===== src/rtl/sm_alu_seq_if.sv =====
// Request/response bundle for the sign-magnitude sequential ALU.
// start is sampled only while the ALU is idle; busy is high from the cycle
// after a start is accepted until the done cycle inclusive; done is a
// single-cycle pulse and R/REM/flags are valid from that cycle until the
// next operation's done.
interface sm_alu_seq_if #(
   parameter int W = 3
);
   logic           start;
   logic [1:0]     OP;
   logic [W-1:0]   A;
   logic [W-1:0]   B;
   logic [2*W-2:0] R;
   logic [W-1:0]   REM;
   logic           busy;
   logic           done;
   logic           ZF;
   logic           SF;
   logic           DZF;
   logic [1:0]     state_dbg;

   modport master (
      output start, OP, A, B,
      input  R, REM, busy, done, ZF, SF, DZF, state_dbg
   );

   modport slave (
      input  start, OP, A, B,
      output R, REM, busy, done, ZF, SF, DZF, state_dbg
   );
endinterface


===== src/rtl/sm_alu_seq.sv =====
// Sequential sign-magnitude ALU: single-cycle add/sub, shift-add multiply
// and restoring divide, one magnitude bit per CALC cycle.
module sm_alu_seq #(
   parameter int W = 3
) (
   input  logic         clk,
   input  logic         rst_n,
   sm_alu_seq_if.slave  bus
);
   localparam int M  = W - 1;          // magnitude width
   localparam int PW = 2 * W - 2;      // product magnitude width
   localparam int CW = $clog2(W);      // iteration counter width
   localparam logic [CW-1:0] LAST = CW'(W - 2);

   localparam logic [1:0] OP_ADD = 2'd0;
   localparam logic [1:0] OP_SUB = 2'd1;
   localparam logic [1:0] OP_MUL = 2'd2;
   localparam logic [1:0] OP_DIV = 2'd3;

   typedef enum logic [1:0] {
      IDLE = 2'd0,
      CALC = 2'd1,
      DONE = 2'd2
   } state_t;

   state_t state, state_nxt;

   // captured operands; signs are normalised so -0 behaves as +0
   logic [1:0]      op_r;
   logic            sa, sb;
   logic [M-1:0]    a_mag, b_mag;
   logic [CW-1:0]   cnt;

   // multiply working registers
   logic [PW-1:0]   acc, mcand;
   logic [M-1:0]    mplier;

   // divide working registers
   logic [M-1:0]    pr, dvd, quo;

   // registered results
   logic [2*W-2:0]  r_q;
   logic [W-1:0]    rem_q;
   logic            zf_q, sf_q, dzf_q;

   // combinational helpers
   logic            accept, div_zero, calc_last;
   logic [PW-1:0]   acc_nxt;
   logic [W-1:0]    trial;
   logic            ge;
   logic [M-1:0]    pr_nxt, quo_nxt;
   logic            sb_eff, add_sign;
   logic [W-1:0]    add_mag;
   logic [PW-1:0]   r_mag;
   logic            r_sign;
   logic [2*W-2:0]  r_nxt;
   logic [W-1:0]    rem_nxt;
   logic            zf_nxt, sf_nxt, dzf_nxt;

   assign accept    = (state == IDLE) && bus.start;
   assign div_zero  = (op_r == OP_DIV) && (b_mag == '0);
   // add/sub and divide-by-zero finish in one CALC cycle
   assign calc_last = !op_r[1] || div_zero || (cnt == LAST);

   // State register
   always_ff @(posedge clk) begin
      if (!rst_n) state <= IDLE;
      else        state <= state_nxt;
   end

   // Next-state logic
   always_comb begin
      state_nxt = state;
      case (state)
         IDLE:    if (bus.start) state_nxt = CALC;
         CALC:    if (calc_last) state_nxt = DONE;
         DONE:    state_nxt = IDLE;
         default: state_nxt = IDLE;
      endcase
   end

   // Arithmetic step and result formatting for the current CALC cycle
   always_comb begin
      acc_nxt  = mplier[0] ? (acc + mcand) : acc;

      trial    = {pr, dvd[M-1]};
      ge       = (trial >= {1'b0, b_mag});
      pr_nxt   = ge ? M'(trial - {1'b0, b_mag}) : trial[M-1:0];
      quo_nxt  = {quo[M-2:0], ge};

      sb_eff   = sb ^ (op_r == OP_SUB);
      add_mag  = '0;
      add_sign = 1'b0;
      if (sa == sb_eff) begin
         add_mag  = {1'b0, a_mag} + {1'b0, b_mag};
         add_sign = sa;
      end else if (a_mag >= b_mag) begin
         add_mag  = {1'b0, a_mag - b_mag};
         add_sign = sa;
      end else begin
         add_mag  = {1'b0, b_mag - a_mag};
         add_sign = sb_eff;
      end

      r_mag   = '0;
      r_sign  = 1'b0;
      rem_nxt = '0;
      dzf_nxt = 1'b0;
      case (op_r)
         OP_ADD, OP_SUB: begin
            r_mag  = PW'(add_mag);
            r_sign = add_sign;
         end
         OP_MUL: begin
            r_mag  = acc_nxt;
            r_sign = sa ^ sb;
         end
         default: begin
            if (div_zero) begin
               dzf_nxt = 1'b1;
            end else begin
               r_mag   = PW'(quo_nxt);
               r_sign  = sa ^ sb;
               rem_nxt = {sa & (pr_nxt != '0), pr_nxt};
            end
         end
      endcase

      // a zero magnitude is always reported as +0
      zf_nxt = (r_mag == '0);
      sf_nxt = r_sign & !zf_nxt;
      r_nxt  = {sf_nxt, r_mag};
   end

   // Operand capture on accept, one iteration per CALC cycle
   always_ff @(posedge clk) begin
      if (!rst_n) begin
         op_r   <= '0;
         sa     <= 1'b0;
         sb     <= 1'b0;
         a_mag  <= '0;
         b_mag  <= '0;
         cnt    <= '0;
         acc    <= '0;
         mcand  <= '0;
         mplier <= '0;
         pr     <= '0;
         dvd    <= '0;
         quo    <= '0;
      end else if (accept) begin
         op_r   <= bus.OP;
         sa     <= bus.A[W-1] & (|bus.A[M-1:0]);
         sb     <= bus.B[W-1] & (|bus.B[M-1:0]);
         a_mag  <= bus.A[M-1:0];
         b_mag  <= bus.B[M-1:0];
         cnt    <= '0;
         acc    <= '0;
         mcand  <= PW'(bus.A[M-1:0]);
         mplier <= bus.B[M-1:0];
         pr     <= '0;
         dvd    <= bus.A[M-1:0];
         quo    <= '0;
      end else if (state == CALC) begin
         cnt    <= cnt + CW'(1);
         acc    <= acc_nxt;
         mcand  <= mcand << 1;
         mplier <= mplier >> 1;
         pr     <= pr_nxt;
         dvd    <= dvd << 1;
         quo    <= quo_nxt;
      end
   end

   // Result registers load only on the CALC -> DONE transition
   always_ff @(posedge clk) begin
      if (!rst_n) begin
         r_q   <= '0;
         rem_q <= '0;
         zf_q  <= 1'b0;
         sf_q  <= 1'b0;
         dzf_q <= 1'b0;
      end else if ((state == CALC) && calc_last) begin
         r_q   <= r_nxt;
         rem_q <= rem_nxt;
         zf_q  <= zf_nxt;
         sf_q  <= sf_nxt;
         dzf_q <= dzf_nxt;
      end
   end

   assign bus.R         = r_q;
   assign bus.REM       = rem_q;
   assign bus.ZF        = zf_q;
   assign bus.SF        = sf_q;
   assign bus.DZF       = dzf_q;
   assign bus.busy      = (state != IDLE);
   assign bus.done      = (state == DONE);
   assign bus.state_dbg = state;
endmodule

===== src/flat_wrapper.sv =====
// flat-port wrapper written by rule: the top's interface ports become plain ports
module sm_alu_seq_flat 
#(
   parameter int W = 3
)
  (clk, rst_n, bus_start, bus_OP, bus_A, bus_B, bus_R, bus_REM, bus_busy, bus_done, bus_ZF, bus_SF, bus_DZF, bus_state_dbg);
  sm_alu_seq_if #(.W(W)) bus_i ();
  input  logic clk;
  input  logic rst_n;
  input wire logic [$bits(bus_i.start)-1:0] bus_start;
  input wire logic [$bits(bus_i.OP)-1:0] bus_OP;
  input wire logic [$bits(bus_i.A)-1:0] bus_A;
  input wire logic [$bits(bus_i.B)-1:0] bus_B;
  output wire logic [$bits(bus_i.R)-1:0] bus_R;
  output wire logic [$bits(bus_i.REM)-1:0] bus_REM;
  output wire logic [$bits(bus_i.busy)-1:0] bus_busy;
  output wire logic [$bits(bus_i.done)-1:0] bus_done;
  output wire logic [$bits(bus_i.ZF)-1:0] bus_ZF;
  output wire logic [$bits(bus_i.SF)-1:0] bus_SF;
  output wire logic [$bits(bus_i.DZF)-1:0] bus_DZF;
  output wire logic [$bits(bus_i.state_dbg)-1:0] bus_state_dbg;
  assign bus_i.start = bus_start;
  assign bus_i.OP = bus_OP;
  assign bus_i.A = bus_A;
  assign bus_i.B = bus_B;
  assign bus_R = bus_i.R;
  assign bus_REM = bus_i.REM;
  assign bus_busy = bus_i.busy;
  assign bus_done = bus_i.done;
  assign bus_ZF = bus_i.ZF;
  assign bus_SF = bus_i.SF;
  assign bus_DZF = bus_i.DZF;
  assign bus_state_dbg = bus_i.state_dbg;
  sm_alu_seq #(.W(W)) u_core (.clk(clk), .rst_n(rst_n), .bus(bus_i));
endmodule

===== config.mk =====
export PLATFORM = sky130hd
export DESIGN_NAME = sm_alu_seq_flat
export DESIGN_NICKNAME = d
export VERILOG_FILES = /design/src/rtl/sm_alu_seq_if.sv /design/src/rtl/sm_alu_seq.sv /design/src/flat_wrapper.sv
export SDC_FILE = /design/constraint.sdc
export NUM_CORES = 1
export LEC_CHECK = 0
export CAP_MARGIN = 0
export CELL_PAD_IN_SITES_DETAIL_PLACEMENT = 2
export CELL_PAD_IN_SITES_GLOBAL_PLACEMENT = 2
export CORE_ASPECT_RATIO = 1.5
export CORE_MARGIN = 2
export CORE_UTILIZATION = 32
export CTS_BUF_LIST = sky130_fd_sc_hd__clkbuf_8 sky130_fd_sc_hd__clkbuf_16
export DETAILED_ROUTE_END_ITERATION = 6
export HOLD_SLACK_MARGIN = 0.06
export PLACE_DENSITY = 0.9
export RECOVER_POWER = 100
export SYNTH_ARGS = -nofsm -noshare
export SYNTH_HDL_FRONTEND = slang
export SYNTH_SLANG_ARGS = --single-unit

===== constraint.sdc =====
create_clock -name clk -period 3 [get_ports clk]
set_clock_uncertainty 0.2 [all_clocks]
set_input_delay 0.3 -clock clk [delete_from_list [all_inputs] [get_ports clk]]
set_output_delay 0.3 -clock clk [all_outputs]
set_load 0.02 [all_outputs]

## After elaboration in Yosys (flattened, before gate mapping)

Index checks and enable logic that the tools add are counted.
Widths: inputs -> output; s select.

| word-level totals | value |
|---|---|
| bits in registers | 38 |
| latch bits | 0 |
| RAM bits | 0 |
| ROM bits | 0 |
| bits of input ports | 11 |
| output and inout bits | 15 |
| word-level logic and storage cells | 86 |
| memories kept | 0 |

| operators by class | value |
|---|---|
| add/subtract/negate cells | 6 |
| multipliers | 0 |
| div/mod/pow operators | 0 |
| $lt $le $gt $ge | 2 |
| equality and inequality tests | 9 |
| shift-type cells | 0 |
| multiplexer cells | 23 |
| bitwise logic cells | 7 |
| reductions and logical operators | 20 |

Operators with widths:

| kind | count |
|---|---|
| $mux 2 | 11 |
| $mux 3 | 3 |
| $pmux 4 s2 | 1 |
| $reduce_or 2->1 | 4 |
| $eq 2x1->1 const B | 3 |
| $eq 2x2->1 const B | 3 |
| $logic_not 2->1 | 3 |
| $reduce_bool 2->1 | 3 |
| $sub 2x2->2 | 3 |
| $mux 1 | 5 |
| $add 4x4->4 | 1 |
| $and 1x1->1 | 4 |
| $logic_not 4->1 | 1 |
| $mux 4 | 1 |
| $pmux 2 s2 | 1 |
| $add 2x2->3 | 1 |
| $ge 3x2->1 | 1 |
| $logic_and 1x1->1 | 3 |
| $reduce_or 3->1 | 1 |
| $add 2x1->2 const B | 1 |
| $ge 2x2->1 | 1 |
| $logic_not 1->1 | 2 |
| $logic_or 1x1->1 | 2 |
| $ne 2x1->1 const B | 1 |
| other kinds (6) | 7 |

## Longest topological paths before layout

Gate-level depths: netlist of run 1.

| depth | value |
|---|---|
| depth in word-level cells | 8 |
| gate-level depth with buffers | 8 |
| gate-level depth less buffers | 8 |

## Worst setup path before layout of run 1

OpenSTA, ideal clock, no wires.

| timing path | value |
|---|---|
| path kind | flip-flop to flip-flop |
| start | reg u_core.b_mag[0] |
| end | reg u_core.zf_q (netlist: u_core.bus.ZF) |
| library setup time | 0.117 ns |
| arrival | 1.933 ns |
| data required time | 2.683 ns |
| slack | 0.750 ns |
| stages on the path, launching flop included | 9 |
| buffers on the path | 0 |
| period minus slack after synthesis | 2.250 ns |
| cells stage by stage | dfxtp_1 ha_1 inv_1 fa_1 or2_2 o221ai_1 a31oi_1 and3_4 a32o_1 |

| on the way | value |
|---|---|
| word-level cells in the longest chain between the ends | 5 |
| elaborated cells between the ends (all ways) | 15 |
| classes of those cells | add/sub (3); order compare (2); mux (4); reduce/logical (6) |

Ends and longest elaborated chain:

| item | line | source |
|---|---|---|
| start: declaration | sm_alu_seq.sv:31 | `logic [M-1:0] a_mag, b_mag;` |
| start signal: assignment | sm_alu_seq.sv:155 | `b_mag <= bus.B[M-1:0];` |
| $sub 2x2->2 (tied with other cells) | sm_alu_seq.sv:101 | `add_mag = {1'b0, b_mag - a_mag};` |
| $mux 2 / $logic_and 1x1->1 (equally long branches) | sm_alu_seq.sv:97, sm_alu_seq.sv:61 |  |
| $mux 3 (tied with other cells) | sm_alu_seq.sv:94 | `if (sa == sb_eff) begin` |
| $pmux 4 s2 / $logic_or 1x1->1 (equally long branches) | sm_alu_seq.sv:109, sm_alu_seq.sv:63 |  |
| $logic_not 4->1 / $logic_and 1x1->1 (equally long branches) | sm_alu_seq.sv:130, sm_alu_seq.sv:182 |  |
| end signal: assignment | sm_alu_seq.sv:185 | `zf_q <= zf_nxt;` |
| end: declaration | sm_alu_seq.sv:44 | `logic zf_q, sf_q, dzf_q;` |

Several ways; a longest one is shown, not always the timed one.
A chain may end at the register's enable or synchronous reset.

## Final worst setup path of run 1

Ends and elaborated chain as after synthesis.

==> results of run 1 <==
-- how the worst min path moves through the flow --
stage	endpoint	slack (ns)
CTS	u_core.mplier[1]$_SDFFE_PN0P_	0.26
detailed placement	u_core.mplier[1]$_SDFFE_PN0P_	0.25
floorplan	u_core.bus.R[0]$_SDFFE_PN0P_	0.24
global route	u_core.mplier[1]$_SDFFE_PN0P_	0.29
finish	u_core.mplier[1]$_SDFFE_PN0P_	0.26
global placement	u_core.bus.REM[1]$_SDFFE_PN0P_	0.24
-- worst reg2reg max path, stage by stage (launching register included) --
cell	delay, ns
dfxtp_1	0.51
ha_1	0.21
inv_1	0.06
fa_1	0.46
or2_2	0.28
o221ai_1	0.16
a31oi_1	0.09
and3_2	0.24
a32o_1	0.20
-- metal layers --
layer / wire [µm] / up-vias / GRT usage
li1: - / 838 / -
met1: 2362 / 877 / 0.2239
met2: 3210 / 40 / 0.3485
met3: 153 / 19 / 0.03341
met4: 269 / 0 / 0.1083
met5: 0 / - / 0
-- synth_stat cells, types with 2 or more instances --
library cell | number | area share
a211oi_1 | 6 | 0.024
a21boi_0 | 3 | 0.012
a21oi_1 | 25 | 0.066
a22oi_1 | 2 | 0.0080
a31oi_1 | 4 | 0.013
and2_1 | 2 | 0.0066
buf_2 | 3 | 0.0080
clkbuf_1 | 4 | 0.0080
dfxtp_1 | 35 | 0.37
fa_1 | 3 | 0.032
ha_1 | 10 | 0.066
inv_1 | 13 | 0.026
mux2i_1 | 5 | 0.027
nand2_1 | 39 | 0.078
nand2b_1 | 5 | 0.017
nand3_1 | 3 | 0.0080
nand4_1 | 3 | 0.010
nor2_1 | 22 | 0.044
nor2b_1 | 5 | 0.017
nor3_1 | 3 | 0.0080
nor3b_1 | 3 | 0.012
o211ai_1 | 2 | 0.0080
o21ai_0 | 5 | 0.013
xnor2_1 | 2 | 0.0093
xor2_1 | 2 | 0.0093
-- through the flow --
stage               hold slack (ns)  cell area, µm²  cells    util
floorplan                    0.2357            1882    229       -
detailed placement           0.2513            2192    319  0.3817
finish                       0.2602            2288    327  0.3985
global route                 0.2876            2288    327  0.3985
CTS                          0.2624            2296    327  0.3998
global placement             0.2421            2192    319  0.3817
-- area by class of cell --
cell class	instances	area share
Multi-Input combinational cell	171	0.4702
Timing Repair Buffer	28	0.1176
Clock inverter	1	0.003280
Clock buffer	7	0.04210
Tap cell	72	0.03937
Sequential cell	35	0.3062
Inverter	13	0.02132
-- where the power goes --
part | switching (mW) | internal (mW) | total [mW] | leakage [nW]
sequential | 0.0275 | 0.485 | 0.512 | 0.285
clock | 0.181 | 0.209 | 0.390 | 0.0505
combinational | 0.123 | 0.0850 | 0.208 | 0.549
-- cell families (layout without fill, tap and decap cells) --
group	count (synthesis)	count (layout)	synth area share
AOI/OAI and AO/OA	59	59	0.1995
xor gates and xnor gates	5	5	0.03125
adders and majority gates	13	13	0.09841
buffers and inverters	23	49	0.05385
DFF	35	35	0.3723
muxes	5	5	0.02660
and+or+nand+nor	89	89	0.2181
-- registers in the layout, indices dropped and copies added, names as in the netlist --
| name | flops |
|---|---|
| u_core.acc | 4 |
| u_core.bus.SF | 1 |
| u_core.quo | 1 |
| u_core.op_r | 2 |
| u_core.pr | 2 |
| u_core.dvd | 2 |
| u_core.bus.ZF | 1 |
| u_core.sa | 1 |
| u_core.bus.state_dbg | 2 |
| u_core.sb | 1 |
| u_core.b_mag | 2 |
| u_core.mcand | 2 |
| u_core.mplier | 2 |
| u_core.cnt | 2 |
| u_core.bus.REM | 3 |
| u_core.a_mag | 2 |
| u_core.bus.DZF | 1 |
| u_core.bus.R | 4 |
==> impl_results.md, run 1 <==
* Total CTS buffers at 5
* Share of layout cells above drive strength 1 at 0.05098
* Most common cell after layout, fill and taps aside: nand2_1
* Sequential fraction of the synthesis area at 0.3723
* DP Worst Slack at 0.4970 ns
* DR vias at 1774
* Avg Vias per Cell at 5.425
* Die height at 97.92 µm
* CP cell instances: ha_1 > inv_1 > fa_1 > or2_2 > o221ai_1 > a31oi_1 > and3_2 > a32o_1
* Hold Path Depth at 2
* Slew @ Worst Pin at 0.6331 ns
* Cell Rows at 34
* Drt drc at 0
* CTS Hold Bufs at 0
* Clock sinks at 35
* 1st-iter DRT viols at 57
* Detailed Place HPWL at 4.311 mm
* CTS tree: done
* Arrival @ worst endpoint at 2.49 ns
* DIE AREA at 6523 µm²
* Synthesized area at 1882 µm²
* Hold WC Path Type: register to register
* Root buffer cell: clkbuf_8
* CP Launch Type: register
* Placer Congestion at 0.8269
* Max-slew headroom at 0.5764
* Crit. Startpoint: u_core.b_mag[0]$_SDFFE_PN0P_
* Max Slew Vio Count at 0
* Die X-Extent at 66.62 µm
* Ys async rst share at 0
* Clock latency at the later pin of the worst-skew pair at 0.29 ns
* Post-CTS setup buffers at 0
* Initial Utilization at 0.3277
* Worst r2r path cells at 8
* Setup TNS at 0 ns
* Slowest CP cell: dfxtp_1
* Post-route clock period utilization at 0.8356
* Syn Inst Count at 229
* Crit Path Class: register to register
* Critical Path RT at 2.99 ns
* Antenna-violating nets left at 0
* Buf/Inv on CP at 1
* Max Freq at ~0.4 GHz
* Overall Power at 1.111 mW
* Yosys cell types at between 40 and 50
* Post-synthesis register bit count at 35
* Number of global-route vias before repair at 1951
* Power per cell area at 485.5 nW/µm²
* Status: complete, no violations
* Post-CTS sizing at 0
* Router iterations before antenna repair at 4
* Capturing point of the worst reg2reg path: u_core.bus.ZF$_SDFFE_PN0P_
* Floorplan Core Area at around 5700 µm²
* Crit path max fanout at 8
* Drt total wl at 5.995 mm
* Diode count at 0
* Syn nets at 253
* Nets@finish at 278
* Pin count of the biggest net entering global routing at 19
* RSZ-0062 raised after global routing: no
* Commonest cells after routing, fill and taps aside: nand2_1 (39), dfxtp_1 (35), a21oi_1 (25)
* GR Overflow Total at 0
* Global-route wire length before repair at 9.867 mm
* Final setup fails at 0
* Worst Hold Launch: u_core.mplier[1]$_SDFFE_PN0P_
* Hold Fails Final Rpt at 0
* Leakage at 0.8847 nW
* Worst setup path end: u_core.bus.ZF$_SDFFE_PN0P_
* Register area at 700.7 µm²
* Synth Area per Inst at roughly 8.2 µm²
* R2R Path Start: u_core.b_mag[0]$_SDFFE_PN0P_
* CP max stage delay at 0.51 ns
* Primary FF master, synth: dfxtp_1
* Fillers at 659
* Worst vdd ir at 275.7 µV
* Final worst slack at 0.4933 ns
* Max Root-Sink Buffers at 2
* Clock transition at path regs at 0.07 ns
* Area of the multi-input gates at 1076 µm²
* WL/cell at around 18 µm
* Number of buffers added on ports at 25
* Area grow syn2layout at 21.61%
* H-tree levels at 2
* IO Pins at 26
* Post-layout minimum cycle time at roughly 2.5 ns
* R2r setup slk at 0.49 ns
* CP Capture Type: register
* Post-synth EDFFs at 0
* Initial antenna violation count at 0
* CP Depth at 8
* Gr usage total at 0.1998
* Max-capacitance violation count at 0
* Warning count from the yosys run at 0
* CP delay by family, top: adder cells
Power figures use the tool's default switching activity.
==> inputs of run 2 (changes only) <==
==> constraint.sdc (replaced) <==
create_clock -name clk -period 2.4 [get_ports clk]
set_clock_uncertainty 0.2 [all_clocks]
set_input_delay 0.24 -clock clk [delete_from_list [all_inputs] [get_ports clk]]
set_output_delay 0.24 -clock clk [all_outputs]
set_load 0.02 [all_outputs]
==> run 2 against run 1 <==
  * Worst hold slack got worse by 0.0023 ns
  * Routed wire length increased by 10%
  * Global-route usage increased by 2.4 points
  * Highest routed layer unchanged
==> impl_results.md, run 2 (synthesis results as in run 1) <==
* Detailed Place HPWL at 4.584 mm (+6.3%)
* Max Slew Vio Count at 0 (unchanged)
* Antenna-violating nets left at 0 (unchanged)
* Drt drc at 0 (unchanged)
* WL/cell at 19.78 µm (+7.9%)
* Max Root-Sink Buffers at 2 (unchanged)
* Pin count of the biggest net entering global routing at 18 (-1)
* DIE AREA at 6523 µm² (unchanged)
* GR Overflow Total at 0 (unchanged)
* Hold Path Depth at 2 (unchanged)
* Nets@finish at 285 (+2.5%)
* Clock transition at path regs at 0.08 ns (about the same)
* Max Freq at 0.4340 GHz (+8.8%)
* CTS Hold Bufs at 0 (unchanged)
* Hold slack final at 0.2579 ns (-0.002318 ns)
* Clock latency at the later pin of the worst-skew pair at 0.29 ns (about the same)
* Placer Congestion at 0.7810 (-5.6%)
* 1st-iter DRT viols at 42 (-26%)
* Total CTS buffers at 5 (unchanged)
* Capturing point of the worst reg2reg path: u_core.bus.ZF$_SDFFE_PN0P_
* Gr usage total at 0.2234 (+0.02354)
* Initial Utilization at 0.3277 (unchanged)
* Clock sinks at 35 (unchanged)
* Crit path max fanout at 3 (-5)
* Hold Fails Final Rpt at 0 (unchanged)
* CP Launch Type: register
* Setup TNS at 0 ns (unchanged)
* Router iterations before antenna repair at 4 (unchanged)
* DR vias at 1839 (+3.7%)
* Power per cell area at 596.4 nW/µm² (+23%)
* Max-capacitance violation count at 0 (unchanged)
* Leakage at 0.9301 nW (+5.1%)
* Diode count at 0 (unchanged)
* Critical Path RT at 2.39 ns (-0.60 ns)
* Fillers at 666 (+1.1%)
* H-tree levels at 2 (unchanged)
* Worst Hold Path EP: u_core.bus.R[3]$_SDFFE_PN0P_
* Worst r2r path cells at 8 (unchanged)
* Area grow syn2layout at 26.33%
* Hold WC Path Type: register to register
* CTS tree: done
* Status: complete, no violations
* CP Capture Type: register
* Worst vdd ir at 250.2 µV (-9.3%)
* Die height at 97.92 µm (unchanged)
* Initial antenna violation count at 0 (unchanged)
* R2R Path Start: u_core.b_mag[0]$_SDFFE_PN0P_
* Post-route clock period utilization at 0.9600 (+0.1244)
* Post-CTS setup buffers at 0 (unchanged)
* IO Pins at 26 (unchanged)
* R2r setup slk at 0.1 ns (-0.40 ns)
* Commonest cells after routing, fill and taps aside: nand2_1 (39), dfxtp_1 (33), a21oi_1 (25)
* Crit Path Class: register to register
* Number of global-route vias before repair at 2047 (+4.9%)
* Post-layout minimum cycle time at 2.304 ns (-0.2027 ns)
* Arrival @ worst endpoint at 2.29 ns (-0.20 ns)
* Cell Rows at 34 (unchanged)
* Slew @ Worst Pin at 0.5654 ns (-0.06769 ns)
* Worst Hold Launch: u_core.bus.R[3]$_SDFFE_PN0P_
* Avg Vias per Cell at 5.506 (+1.5%)
* Most common cell after layout, fill and taps aside: nand2_1
* Share of layout cells above drive strength 1 at 0.1069 (+0.05589)
* Floorplan Core Area at 5743 µm² (unchanged)
* Global-route wire length before repair at 10.83 mm (+9.8%)
* Max-slew headroom at 0.6226 (+0.04617)
* Drt total wl at 6.605 mm (+10%)
* Final setup fails at 0 (unchanged)
* Number of buffers added on ports at 25 (unchanged)
* Root buffer cell: clkbuf_8
* Die X-Extent at 66.62 µm (unchanged)
-- run 2: cell count changes in the layout (fill, tap and decap cells not counted), sizes merged --
cell           change
buf                +6
clkdlybuf4s50      +1
clkinvlp           -1
inv                +1
dlygate4sd3        -1
clkbuf             +1
-- run 2: what timing repair did --
item | 4_1_cts | 5_1_grt
endpoints found under the hold margin | 0 | 0
gates resized for setup | 5 | 6
endpoints found under the setup margin | 2 | 2
pin swaps | 2 | 1
-- run 2: power breakdown --
part | internal (mW) | switching, mW
Sequential | 0.606 | 0.0311
Clock | 0.258 | 0.228
Combinational | 0.123 | 0.171
-- run 2: through the flow --
step                      total power [mW]  setup slack [ns]  instances  utilization  area, µm²
after floorplan                     0.8134            0.1497        229            -       1882
after global placement              0.9117            0.1370        326       0.3909       2245
after detailed placement            0.9272          -0.01861        326       0.3909       2245
after CTS                            1.423           0.01657        334       0.4102       2356
after global routing                 1.485         -0.007078        334       0.4139       2377
final                                1.418           0.09600        334       0.4139       2377
-- run 2: area by class of cell --
cell class / instances / area (µm²) / area share
Multi-Input combinational cell: 171 / 1116 / 0.4695
Sequential cell: 35 / 703.2 / 0.2958
Timing Repair Buffer: 35 / 319.1 / 0.1342
Clock buffer: 7 / 96.34 / 0.04053
Tap cell: 72 / 90.09 / 0.03789
Inverter: 13 / 48.80 / 0.02053
Clock inverter: 1 / 3.754 / 0.001579
-- run 2: metal layers --
layer,share of wire,GRT usage
met1,0.39,0.2523
met2,0.54,0.4023
met3,0.027,0.03226
met4,0.040,0.09733
met5,0,0
-- run 2: how the worst max path moves through the flow --
stage	from	end	slack (ns)	cells after the start
finish	u_core.b_mag[0]$_SDFFE_PN0P_	u_core.bus.ZF$_SDFFE_PN0P_	0.1	8
global route	u_core.a_mag[0]$_SDFFE_PN0P_	u_core.bus.SF$_SDFFE_PN0P_	-0.007	8
CTS	u_core.a_mag[0]$_SDFFE_PN0P_	u_core.bus.SF$_SDFFE_PN0P_	0.02	8
detailed placement	u_core.a_mag[0]$_SDFFE_PN0P_	u_core.bus.SF$_SDFFE_PN0P_	-0.02	8
global placement	u_core.a_mag[0]$_SDFFE_PN0P_	u_core.bus.SF$_SDFFE_PN0P_	0.14	8
floorplan	u_core.b_mag[0]$_SDFFE_PN0P_	u_core.bus.ZF$_SDFFE_PN0P_	0.15	8
-- run 2: critical path, cell delays in order, from the launching register on --
cell and delay, ns:
dfxtp_2 0.36, ha_1 0.18, inv_1 0.08, fa_1 0.46, or2_2 0.29, o221ai_2 0.15
a31oi_1 0.09, and3_4 0.20, a32o_1 0.19
==> inputs of run 3 (changes only) <==
==> constraint.sdc (replaced) <==
create_clock -name clk -period 2.4 [get_ports clk]
set_clock_uncertainty 0.2 [all_clocks]
set_input_delay 0.36 -clock clk [delete_from_list [all_inputs] [get_ports clk]]
set_output_delay 0.36 -clock clk [all_outputs]
set_load 0.02 [all_outputs]
==> run 3 against run 2 <==
  * Combinational power hardly changed
  * Cell count stayed put
  * Total power is 3.9% lower
  * Maximum frequency is 2.6% lower
  * Clock power is 11% lower
  * First-iteration DRC count is 36% higher
  * Setup slack worse by 0.061 ns
  * Critical endpoint unchanged
  * Largest cell class unchanged
  * Largest power group unchanged
==> impl_results.md, run 3 (synthesis results as in run 1) <==
* Status: complete, no violations
* R2R Path Start: u_core.dvd[0]$_SDFFE_PN0P_
* Hold WC Path Type: register to register
* Fillers at 672 (+0.90%)
* Max-slew headroom at 0.6392 (+0.01658)
* DP Worst Slack at -0.1010 ns (-0.08241 ns)
* Placed Cells at 326 (unchanged)
* Buf/Inv on CP at 0 (-1)
* Initial Utilization at 0.3277 (unchanged)
* Nets@finish at 285 (unchanged)
* CP Launch Type: register
* Number of buffers added on ports at 25 (unchanged)
* Arrival @ worst endpoint at 2.41 ns (+0.12 ns)
* Final std cells w/o fill at 334 (unchanged)
* Total CTS buffers at 5 (unchanged)
* Worst vdd ir at 290.8 µV (+16%)
* Clock latency at the later pin of the worst-skew pair at 0.30 ns (about the same)
* DIE AREA at 6523 µm² (unchanged)
* Router iterations before antenna repair at 4 (unchanged)
* CTS Hold Bufs at 0 (unchanged)
* Cell Rows at 34 (unchanged)
* Global-route wire length before repair at 10.50 mm (-3.1%)
* GR Overflow Total at 0 (unchanged)
* Slew @ Worst Pin at 0.5405 ns (-0.02484 ns)
* Overall Power at 1.362 mW (-3.9%)
* R2r setup slk at 0.04 ns (-0.06 ns)
* Number of global-route vias before repair at 2053 (+0.29%)
* Root buffer cell: clkbuf_8
* Max Root-Sink Buffers at 2 (unchanged)
* Crit. Startpoint: u_core.dvd[0]$_SDFFE_PN0P_
* Leakage at 0.9149 nW (-1.6%)
* CP delay by family, top: adder cells
* Commonest cells after routing, fill and taps aside: nand2_1 (39), dfxtp_1 (33), a21oi_1 (24)
* Antenna-violating nets left at 0 (unchanged)
* DR vias at 1812 (-1.5%)
* Diode count at 0 (unchanged)
* Capturing point of the worst reg2reg path: u_core.bus.ZF$_SDFFE_PN0P_
* Detailed Place HPWL at 4.729 mm (+3.2%)
* Share of layout cells above drive strength 1 at 0.09924 (-0.007634)
* Die X-Extent at 66.62 µm (unchanged)
* 1st-iter DRT viols at 57 (+36%)
* Hold slack final at 0.2513 ns (-0.006632 ns)
* CP cell instances: ha_1 > fa_1 > mux2i_1 > o221ai_2 > a31oi_1 > and3_4 > a32o_1
* Clock sinks at 35 (unchanged)
* Register area at 705.7 µm² (+0.36%)
* Placer Congestion at 0.7839 (+0.37%)
* CP Depth at 7 (-1)
* Critical Path RT at 2.44 ns (+0.05 ns)
* Crit path max fanout at 3 (unchanged)
* Post-layout minimum cycle time at 2.365 ns (+0.06082 ns)
* Drt total wl at 6.634 mm (+0.44%)
* WL/cell at 19.86 µm (+0.44%)
* Max-capacitance violation count at 0 (unchanged)
* CP max stage delay at 0.53 ns (+0.07 ns)
* Floorplan Core Area at 5743 µm² (unchanged)
* CP Capture Type: register
* H-tree levels at 2 (unchanged)
* Most common cell after layout, fill and taps aside: nand2_1
* Max Slew Vio Count at 0 (unchanged)
* Pin count of the biggest net entering global routing at 24 (+6)
* Final setup fails at 0 (unchanged)
* Crit Path Class: register to register
* Initial antenna violation count at 0 (unchanged)
* Clock transition at path regs at 0.08 ns (about the same)
* CTS tree: done
* Area grow syn2layout at 25.13%
* Drt drc at 0 (unchanged)
* Slowest CP cell: fa_1
* Die height at 97.92 µm (unchanged)
* Post-route clock period utilization at 0.9853 (+0.02534)
* Max Freq at 0.4229 GHz (-2.6%)
* Worst setup path end: u_core.bus.ZF$_SDFFE_PN0P_
* Gr usage total at 0.2121 (-0.01125)
* Worst r2r path cells at 7 (-1)
* Final worst slack at 0.03519 ns (-0.06082 ns)
* IO Pins at 26 (unchanged)
* Hold Fails Final Rpt at 0 (unchanged)
* Avg Vias per Cell at 5.425 (-1.5%)
* Post-CTS setup buffers at 0 (unchanged)
* Power per cell area at 578.5 nW/µm² (-3.0%)
* Area of the multi-input gates at 1106 µm² (-0.90%)
[run 3: worst min-delay path by stage]
stage	startpoint	to	slack, ns	depth (start not counted)
detailed placement	u_core.bus.REM[1]$_SDFFE_PN0P_	u_core.bus.REM[1]$_SDFFE_PN0P_	0.25	2
global placement	u_core.bus.R[3]$_SDFFE_PN0P_	u_core.bus.R[3]$_SDFFE_PN0P_	0.24	2
CTS	u_core.bus.REM[1]$_SDFFE_PN0P_	u_core.bus.REM[1]$_SDFFE_PN0P_	0.26	2
global route	u_core.bus.REM[1]$_SDFFE_PN0P_	u_core.bus.REM[1]$_SDFFE_PN0P_	0.28	2
floorplan	u_core.mplier[1]$_SDFFE_PN0P_	u_core.mplier[1]$_SDFFE_PN0P_	0.24	2
finish	u_core.bus.REM[1]$_SDFFE_PN0P_	u_core.bus.REM[1]$_SDFFE_PN0P_	0.25	2
[run 3: metal layers]
layer	up-vias	GRT usage	part of all wire
li1	854	-	-
met1	899	0.2390	0.40
met2	42	0.3777	0.54
met5	-	0	0
met3	17	0.03687	0.028
met4	0	0.09419	0.033
[run 3: final cells by class]
class,count,area share
Multi-Input combinational cell,171,0.4697
Sequential cell,35,0.2997
Timing Repair Buffer,35,0.1355
Tap cell,72,0.03826
Clock inverter,3,0.006908
Clock buffer,5,0.02922
Inverter,13,0.02072
[run 3: stage by stage]
step           area (µm²)    util  TNS [ns]
3_5_place_dp         2245  0.3909   -0.1663
4_1_cts              2338  0.4072         0
5_1_grt              2355  0.4100  -0.06504
6_report             2355  0.4100         0
2_1_floorplan        1882       -         0
3_3_place_gp         2245  0.3909         0
[run 3: power by group]
part / switching [mW] / total [mW] / internal (mW)
Combinational: 0.170 / 0.292 / 0.122
Clock: 0.235 / 0.434 / 0.199
Sequential: 0.0306 / 0.636 / 0.606
[run 3: what timing repair did]
item,CTS,global route
gates resized for setup,2,6
pin swaps,0,1
endpoints found under the setup margin,2,2
[run 3: tightest hold or removal path, stage by stage, from the launching register on]
cell and delay (ns):
dfxtp_1 0.31, nand2_1 0.05, a21oi_1 0.05
